===== config.mk =====
export PLATFORM = sky130hd
export DESIGN_NAME = uart_txrx
export DESIGN_NICKNAME = d
export VERILOG_FILES = /design/src/rtl/uart_pkg.sv /design/src/rtl/uart_sync2.sv /design/src/rtl/uart_txrx.sv
export SDC_FILE = /design/constraint.sdc
export NUM_CORES = 1
export LEC_CHECK = 0
export CAP_MARGIN = 10
export CORE_MARGIN = 1
export CORE_UTILIZATION = 57
export CTS_CLUSTER_SIZE = 28
export DETAILED_ROUTE_END_ITERATION = 10
export PLACE_DENSITY = 0.77
export SYNTH_ARGS = -nofsm -noshare
export SYNTH_HDL_FRONTEND = slang
export SYNTH_SLANG_ARGS = --single-unit

===== constraint.sdc =====
create_clock -name clk -period 2.4 [get_ports clk]
set_input_delay 0.72 -clock clk [delete_from_list [all_inputs] [get_ports clk]]
set_output_delay 0.72 -clock clk [all_outputs]
set_load 0.02 [all_outputs]

===== src/rtl/uart_pkg.sv =====
// rtl/uart_pkg.sv - shared state encodings and bit-timing helper for the 8N1 UART
package uart_pkg;

  typedef enum logic [1:0] {
    TX_IDLE,
    TX_START,
    TX_DATA,
    TX_STOP
  } tx_state_t;

  typedef enum logic [2:0] {
    RX_IDLE,
    RX_START,
    RX_DATA,
    RX_STOP,
    RX_OUT
  } rx_state_t;

  // Clocks per serial bit, truncated; widened so high clock rates cannot overflow
  function automatic int cycles_per_bit(input int clk_mhz, input int baud);
    return int'((64'(clk_mhz) * 64'd1000000) / 64'(baud));
  endfunction

endpackage


===== src/rtl/uart_sync2.sv =====
// rtl/uart_sync2.sv - two-flop synchronizer for the asynchronous serial input, resets to idle-high
module uart_sync2 (
  input  logic clk,
  input  logic rst_n,
  input  logic d,
  output logic q
);

  logic [1:0] sync_q;
  logic [1:0] sync_d;

  // Shift the raw input through two stages
  always_comb begin
    sync_d = {sync_q[0], d};
  end

  // Synchronizer flops; reset to 1 so an idle line never looks like a start bit
  always_ff @(posedge clk or negedge rst_n) begin
    if (!rst_n) sync_q <= 2'b11;
    else        sync_q <= sync_d;
  end

  assign q = sync_q[1];

endmodule


===== src/rtl/uart_txrx.sv =====
// rtl/uart_txrx.sv - 8N1 serial transceiver with valid/ready host side and independent TX/RX FSMs
module uart_txrx
  import uart_pkg::*;
#(
  parameter int CLK_FRE   = 30,
  parameter int BAUD_RATE = 115200
) (
  input  logic       clk,
  input  logic       rst_n,
  input  logic       rx_pin,
  output logic [7:0] rx_data,
  output logic       rx_data_valid,
  input  logic       rx_data_ready,
  input  logic [7:0] tx_data,
  input  logic       tx_data_valid,
  output logic       tx_data_ready,
  output logic       tx_pin
);

  localparam int CYCLE = cycles_per_bit(CLK_FRE, BAUD_RATE);
  localparam int CW    = $clog2(CYCLE) + 1;
  localparam logic [CW-1:0] BIT_LAST  = CW'(CYCLE - 1);
  localparam logic [CW-1:0] HALF_LAST = CW'(CYCLE / 2 - 1);

  // ---------------- TX path ----------------
  tx_state_t       tx_state_q, tx_state_d;
  logic [CW-1:0]   tx_cnt_q, tx_cnt_d;
  logic [2:0]      tx_bit_q, tx_bit_d;
  logic [7:0]      tx_shift_q, tx_shift_d;
  logic            tx_pin_q, tx_pin_d;

  // TX next state: accept in IDLE, then hold each bit for CYCLE clocks; pin follows the next state
  always_comb begin
    tx_state_d = tx_state_q;
    tx_cnt_d   = tx_cnt_q;
    tx_bit_d   = tx_bit_q;
    tx_shift_d = tx_shift_q;
    case (tx_state_q)
      TX_IDLE: begin
        if (tx_data_valid) begin
          tx_state_d = TX_START;
          tx_shift_d = tx_data;
          tx_cnt_d   = '0;
          tx_bit_d   = '0;
        end
      end
      TX_START: begin
        if (tx_cnt_q == BIT_LAST) begin
          tx_cnt_d   = '0;
          tx_state_d = TX_DATA;
        end else tx_cnt_d = tx_cnt_q + CW'(1);
      end
      TX_DATA: begin
        if (tx_cnt_q == BIT_LAST) begin
          tx_cnt_d = '0;
          if (tx_bit_q == 3'd7) tx_state_d = TX_STOP;
          else                  tx_bit_d   = tx_bit_q + 3'd1;
        end else tx_cnt_d = tx_cnt_q + CW'(1);
      end
      default: begin
        if (tx_cnt_q == BIT_LAST) begin
          tx_cnt_d   = '0;
          tx_state_d = TX_IDLE;
        end else tx_cnt_d = tx_cnt_q + CW'(1);
      end
    endcase
    case (tx_state_d)
      TX_START: tx_pin_d = 1'b0;
      TX_DATA:  tx_pin_d = tx_shift_d[tx_bit_d];
      default:  tx_pin_d = 1'b1;
    endcase
  end

  // TX registers; the pin is registered so it never glitches between bits
  always_ff @(posedge clk or negedge rst_n) begin
    if (!rst_n) begin
      tx_state_q <= TX_IDLE;
      tx_cnt_q   <= '0;
      tx_bit_q   <= '0;
      tx_shift_q <= '0;
      tx_pin_q   <= 1'b1;
    end else begin
      tx_state_q <= tx_state_d;
      tx_cnt_q   <= tx_cnt_d;
      tx_bit_q   <= tx_bit_d;
      tx_shift_q <= tx_shift_d;
      tx_pin_q   <= tx_pin_d;
    end
  end

  assign tx_pin        = tx_pin_q;
  assign tx_data_ready = (tx_state_q == TX_IDLE);

  // ---------------- RX path ----------------
  logic            rx_sync;
  rx_state_t       rx_state_q, rx_state_d;
  logic [CW-1:0]   rx_cnt_q, rx_cnt_d;
  logic [2:0]      rx_bit_q, rx_bit_d;
  logic [7:0]      rx_shift_q, rx_shift_d;
  logic [7:0]      rx_data_q, rx_data_d;
  logic            rx_prev_q, rx_prev_d;

  uart_sync2 u_rx_sync (
    .clk   (clk),
    .rst_n (rst_n),
    .d     (rx_pin),
    .q     (rx_sync)
  );

  // RX next state: edge-triggered start, mid-bit sampling, stop-bit validation, hold until taken
  always_comb begin
    rx_state_d = rx_state_q;
    rx_cnt_d   = rx_cnt_q;
    rx_bit_d   = rx_bit_q;
    rx_shift_d = rx_shift_q;
    rx_data_d  = rx_data_q;
    rx_prev_d  = rx_sync;
    case (rx_state_q)
      RX_IDLE: begin
        if (rx_prev_q && !rx_sync) begin
          rx_state_d = RX_START;
          rx_cnt_d   = '0;
        end
      end
      RX_START: begin
        if (rx_cnt_q == HALF_LAST) begin
          rx_cnt_d   = '0;
          rx_bit_d   = '0;
          rx_state_d = rx_sync ? RX_IDLE : RX_DATA;
        end else rx_cnt_d = rx_cnt_q + CW'(1);
      end
      RX_DATA: begin
        if (rx_cnt_q == BIT_LAST) begin
          rx_cnt_d   = '0;
          rx_shift_d = {rx_sync, rx_shift_q[7:1]};
          if (rx_bit_q == 3'd7) rx_state_d = RX_STOP;
          else                  rx_bit_d   = rx_bit_q + 3'd1;
        end else rx_cnt_d = rx_cnt_q + CW'(1);
      end
      RX_STOP: begin
        if (rx_cnt_q == BIT_LAST) begin
          rx_cnt_d = '0;
          if (rx_sync) begin
            rx_state_d = RX_OUT;
            rx_data_d  = rx_shift_q;
          end else rx_state_d = RX_IDLE;
        end else rx_cnt_d = rx_cnt_q + CW'(1);
      end
      RX_OUT: begin
        if (rx_data_ready) rx_state_d = RX_IDLE;
      end
      default: rx_state_d = RX_IDLE;
    endcase
  end

  // RX registers; edge history resets high to match the idle line
  always_ff @(posedge clk or negedge rst_n) begin
    if (!rst_n) begin
      rx_state_q <= RX_IDLE;
      rx_cnt_q   <= '0;
      rx_bit_q   <= '0;
      rx_shift_q <= '0;
      rx_data_q  <= '0;
      rx_prev_q  <= 1'b1;
    end else begin
      rx_state_q <= rx_state_d;
      rx_cnt_q   <= rx_cnt_d;
      rx_bit_q   <= rx_bit_d;
      rx_shift_q <= rx_shift_d;
      rx_data_q  <= rx_data_d;
      rx_prev_q  <= rx_prev_d;
    end
  end

  assign rx_data       = rx_data_q;
  assign rx_data_valid = (rx_state_q == RX_OUT);

endmodule


==> results by group <==
Outcome
  • Status: completed

Yosys
  • Xor and xnor fraction of the mapped netlist area: 0.9379%
  • Multiplexer share of the synthesized area: 9.111%
  • Post-synth ARST share: between 90% and 100%
  • Post-synth EDFFs: 0
  • Post-Synthesis Cells: 273
  • Synthesis-stage register bit count: 59
  • Post-Syn Area per Cell: 10.26 sq um
  • Synth cell types: between 40 and 50
  • Compound-gate portion of the synthesized area: between 10% and 20%
  • Seq/Total Area, Yosys: between 50% and 60%
  • Synth Area in Adders: 2.680%
  • Largest family of logic cells by synthesized area: simple AND/OR/NAND/NOR gates
  • Syn Std Cell Area: 2801 sq um
  • Synth Flop Type: dfrtp_1
  • Yosys warns: 0
  • Mapped Nets: slightly below 300
  • Post-Synth Simple-Gate Area: between 10% and 20%

Clock network
  • CTS hold repair buffers: 0
  • Num CTS Buffers: 9
  • CTS Sinks: 59
  • CTS H-tree lvls: 3
  • CTS tree: yes
  • CTS clk-pin slew, worst paths: 70 ps
  • Max Buffers Root-to-Sink: 2
  • Post-CTS setup buffers: 0
  • Root buffer cell: clkbuf_8
  • Worst-Skew Late Latency: ~330 ps

Critical path
  • Critical path's largest stage delay: just over 600 ps
  • Crit. End Element: output port
  • Arrival time worst endpoint: 1590 ps
  • CP Cell Sequence: nor2_1 > clkdlybuf4s50_1
  • Worst Path Max Fanout: 7
  • Critical Path RT: 1680 ps
  • WS Path Type: reg2out
  • CP Launch Type: flip-flop
  • CP max-delay cell: clkdlybuf4s50_1

Power
  • VDD IR-drop max: ~0.0006 V
  • Clock power frac: between 30% and 40%
  • Register share of total power: roughly 46%
  • Pleak: 1.642 nW
  • PwrDens: 699.8 nW/um^2
  • Internal: 1.751 mW
  • Overall Power: 2.415 mW
  • Sw frac: 27.47%
  • Comb pwr share: 17.3%
  • P_sw: approximately 660 uW

Min path
  • Hold WC Path Type: in2async

Timing
  • FMAX: 433.6 MHz
  • Worst hold slack: 343.7 ps
  • Final worst-path cycle share: ~96%
  • Slew @ Worst Pin: 957.6 ps
  • Worst Slack Setup Final: between 90 and 100 ps
  • Total Negative Setup Slacks: 0 ps
  • Finish-stage setup viols: 0
  • Fin crit period: approximately 2300 ps
  • Relative slew slack: a little over a third
  • Fin. max-slew vios: 0
  • Clock skew: 8.988 ps
  • Hold violation count in the final report: 0

Flow run
  • Max-cap violations: 0

Cells and area
  • Share of cells above drive strength 1: 20.00%
  • Nets: roughly 330
  • # diodes: 0
  • Fillers: approximately 310
  • Area growth, synth to finish: 23.18%
  • Final core utilization: 73.06%

Place
  • GP Congestion: 0.8114
  • Buffers on Ports: 23
  • Hpwl dp: 3664 microns
  • Place WS: -111.9 ps

Die
  • Die H: 72.11 microns
  • Die ar.: ~5200 sq um
  • Initial Util: 59.31%
  • Ports: 24
  • Rows: 25
  • Die width: just over 70 microns
  • Core Box Area: roughly 4700 sq um

GRT
  • Pin count of the biggest net entering global routing: 27
  • Total track usage: 22.31%
  • First-pass GRT wire length: about 8700 microns
  • Grt ovf: 0
  • Vias in the first global route: 1992
  • Initial antenna violation count: 0

Detailed routing
  • Initial DRC Count: 217
  • Initial DRT Pass Iterations: 5
  • Drt drc: 0
  • Vias: between 2000 and 2500
  • Vias per Instance: roughly 5.5
  • Total length of routed wires: 5262 microns
  • Detail Route Antenna Nets: 0
  • Post-DR wirelength/cell: ~14 microns
-- worst paths after layout --
check / startpoint / endpoint / slack, ps / cells after the start
worst max-delay path: tx_state_q[1]$_DFF_PN0_ / tx_data_ready / 90 / 2
worst min-delay path: rst_n / rx_cnt_q[3]$_DFFE_PN0P_ / 340 / 1
worst max register to register: tx_cnt_q[6]$_DFFE_PN0P_ / tx_pin$_DFF_PN1_ / 110 / 7
worst min register to register: u_rx_sync.sync_q[0]$_DFF_PN1_ / u_rx_sync.sync_q[1]$_DFF_PN1_ / 360 / 0
max in group asynchronous: rst_n / rx_prev_q$_DFF_PN1_ / 1400 / 2
min in group clk: u_rx_sync.sync_q[0]$_DFF_PN1_ / u_rx_sync.sync_q[1]$_DFF_PN1_ / 360 / 0
-- power groups by stage --
| stage | Combinational [mW] | Sequential, mW | Clock, mW |
|---|---|---|---|
| after detailed placement | 0.407 | 1.12 | 0 |
| after CTS | 0.411 | 1.10 | 0.916 |
| after global routing | 0.475 | 1.11 | 0.960 |
| after global placement | 0.403 | 1.12 | 0 |
| after floorplan | 0.323 | 1.09 | 0 |
| final | 0.419 | 1.10 | 0.896 |
-- worst max-delay path: cells and delay by family (launching register included) --
| family | cells | cell delay [ps] |
|---|---|---|
| AND/OR/NAND/NOR | 1 | 180 |
| flip-flops | 1 | 460 |
| buffers and inverters | 1 | 620 |
-- what timing repair did --
action,CTS,global route
pin swaps,0,2
setup endpoints to repair,2,11
gates resized for setup,2,6
endpoints found under the hold margin,0,0
-- cells in the final DEF, fill, tap and decap left out, drive strengths merged, types with 2 or more instances in the layout --
cell type      netlist  layout
and3                 4       4
o22ai                2       2
clkdlybuf4s50        0      21
a21oi                5       5
nor3                 3       3
and2                 2       2
clkbuf               6      14
nand2               46      46
xnor2                2       2
o21ai               32      32
inv                  9       9
mux2                20      20
o41ai                3       3
buf                  3      18
nand3               12      12
nand4                5       5
nor4                 3       3
dfstp                4       4
o31ai                5       5
dfrtp               55      55
mux2i                3       3
ha                   6       6
nor2b                4       4
nand2b               4       4
nor2                19      19
-- through the flow --
step	std cells	area, sq um
final	387	3451
after floorplan	273	2801
after CTS	387	3410
after detailed placement	371	3208
after global placement	371	3208
after global routing	387	3451
-- layer usage --
layer / wire length [microns] / share of wire, % / vias to the layer above / GRT usage (%)
li1: - / - / 1057 / -
met1: 2356 / 45 / 1034 / 27.57
met2: 2677 / 51 / 46 / 36.76
met3: 193 / 3.7 / 4 / 7.500
met4: 34 / 0.65 / 0 / 7.625
met5: 0 / 0 / - / 0
-- area by class of cell --
type / instances / area [sq um] / share of cell area [%]
well taps: 67 / 83.83 / 2.429
flip-flops and latches: 59 / 1481 / 42.93
clock buffers: 14 / 162.7 / 4.714
clock inverters: 2 / 35.03 / 1.015
repair buffers: 40 / 364.1 / 10.55
inverters: 9 / 33.78 / 0.9790
multi-input cells: 196 / 1290 / 37.38
-- flip-flops by register name (all words and copies together), names as in the netlist --
signal and cells:
tx_cnt_q 10, rx_prev_q 1, rx_cnt_q 10, tx_state_q 2
rx_data 8, rx_bit_q 3, rx_shift_q 8, tx_shift_q 8
rx_state_q 3, tx_bit_q 3, tx_pin 1, u_rx_sync.sync_q 2
-- Yosys cell counts, types with 2 or more instances --
cell type	number	area (sq um)
and3_1	3	18.77
ha_1	6	75.07
mux2_2	19	214.0
nor2_1	19	71.32
nand3_1	12	60.06
xnor2_1	2	17.52
nor2b_1	4	25.02
dfrtp_1	55	1376
nor3_1	3	15.01
o21ai_0	31	155.2
nand2_1	46	172.7
o41ai_1	3	26.28
nand2b_1	4	25.02
mux2i_1	3	30.03
inv_1	9	33.78
o31ai_1	5	37.54
buf_4	2	15.01
clkbuf_1	6	22.52
nand4_1	5	31.28
o22ai_1	2	12.51
a21oi_1	4	20.02
dfstp_2	4	105.1
-- kinds of logic after synthesis --
logic type / Yosys count
and+or+nand+nor: 107
DFF: 59
AOI/OAI and AO/OA: 57
muxes: 23
buffers and inverters: 18
adders and majority gates: 6
xor gates and xnor gates: 3
Power figures use the tool's default switching activity.
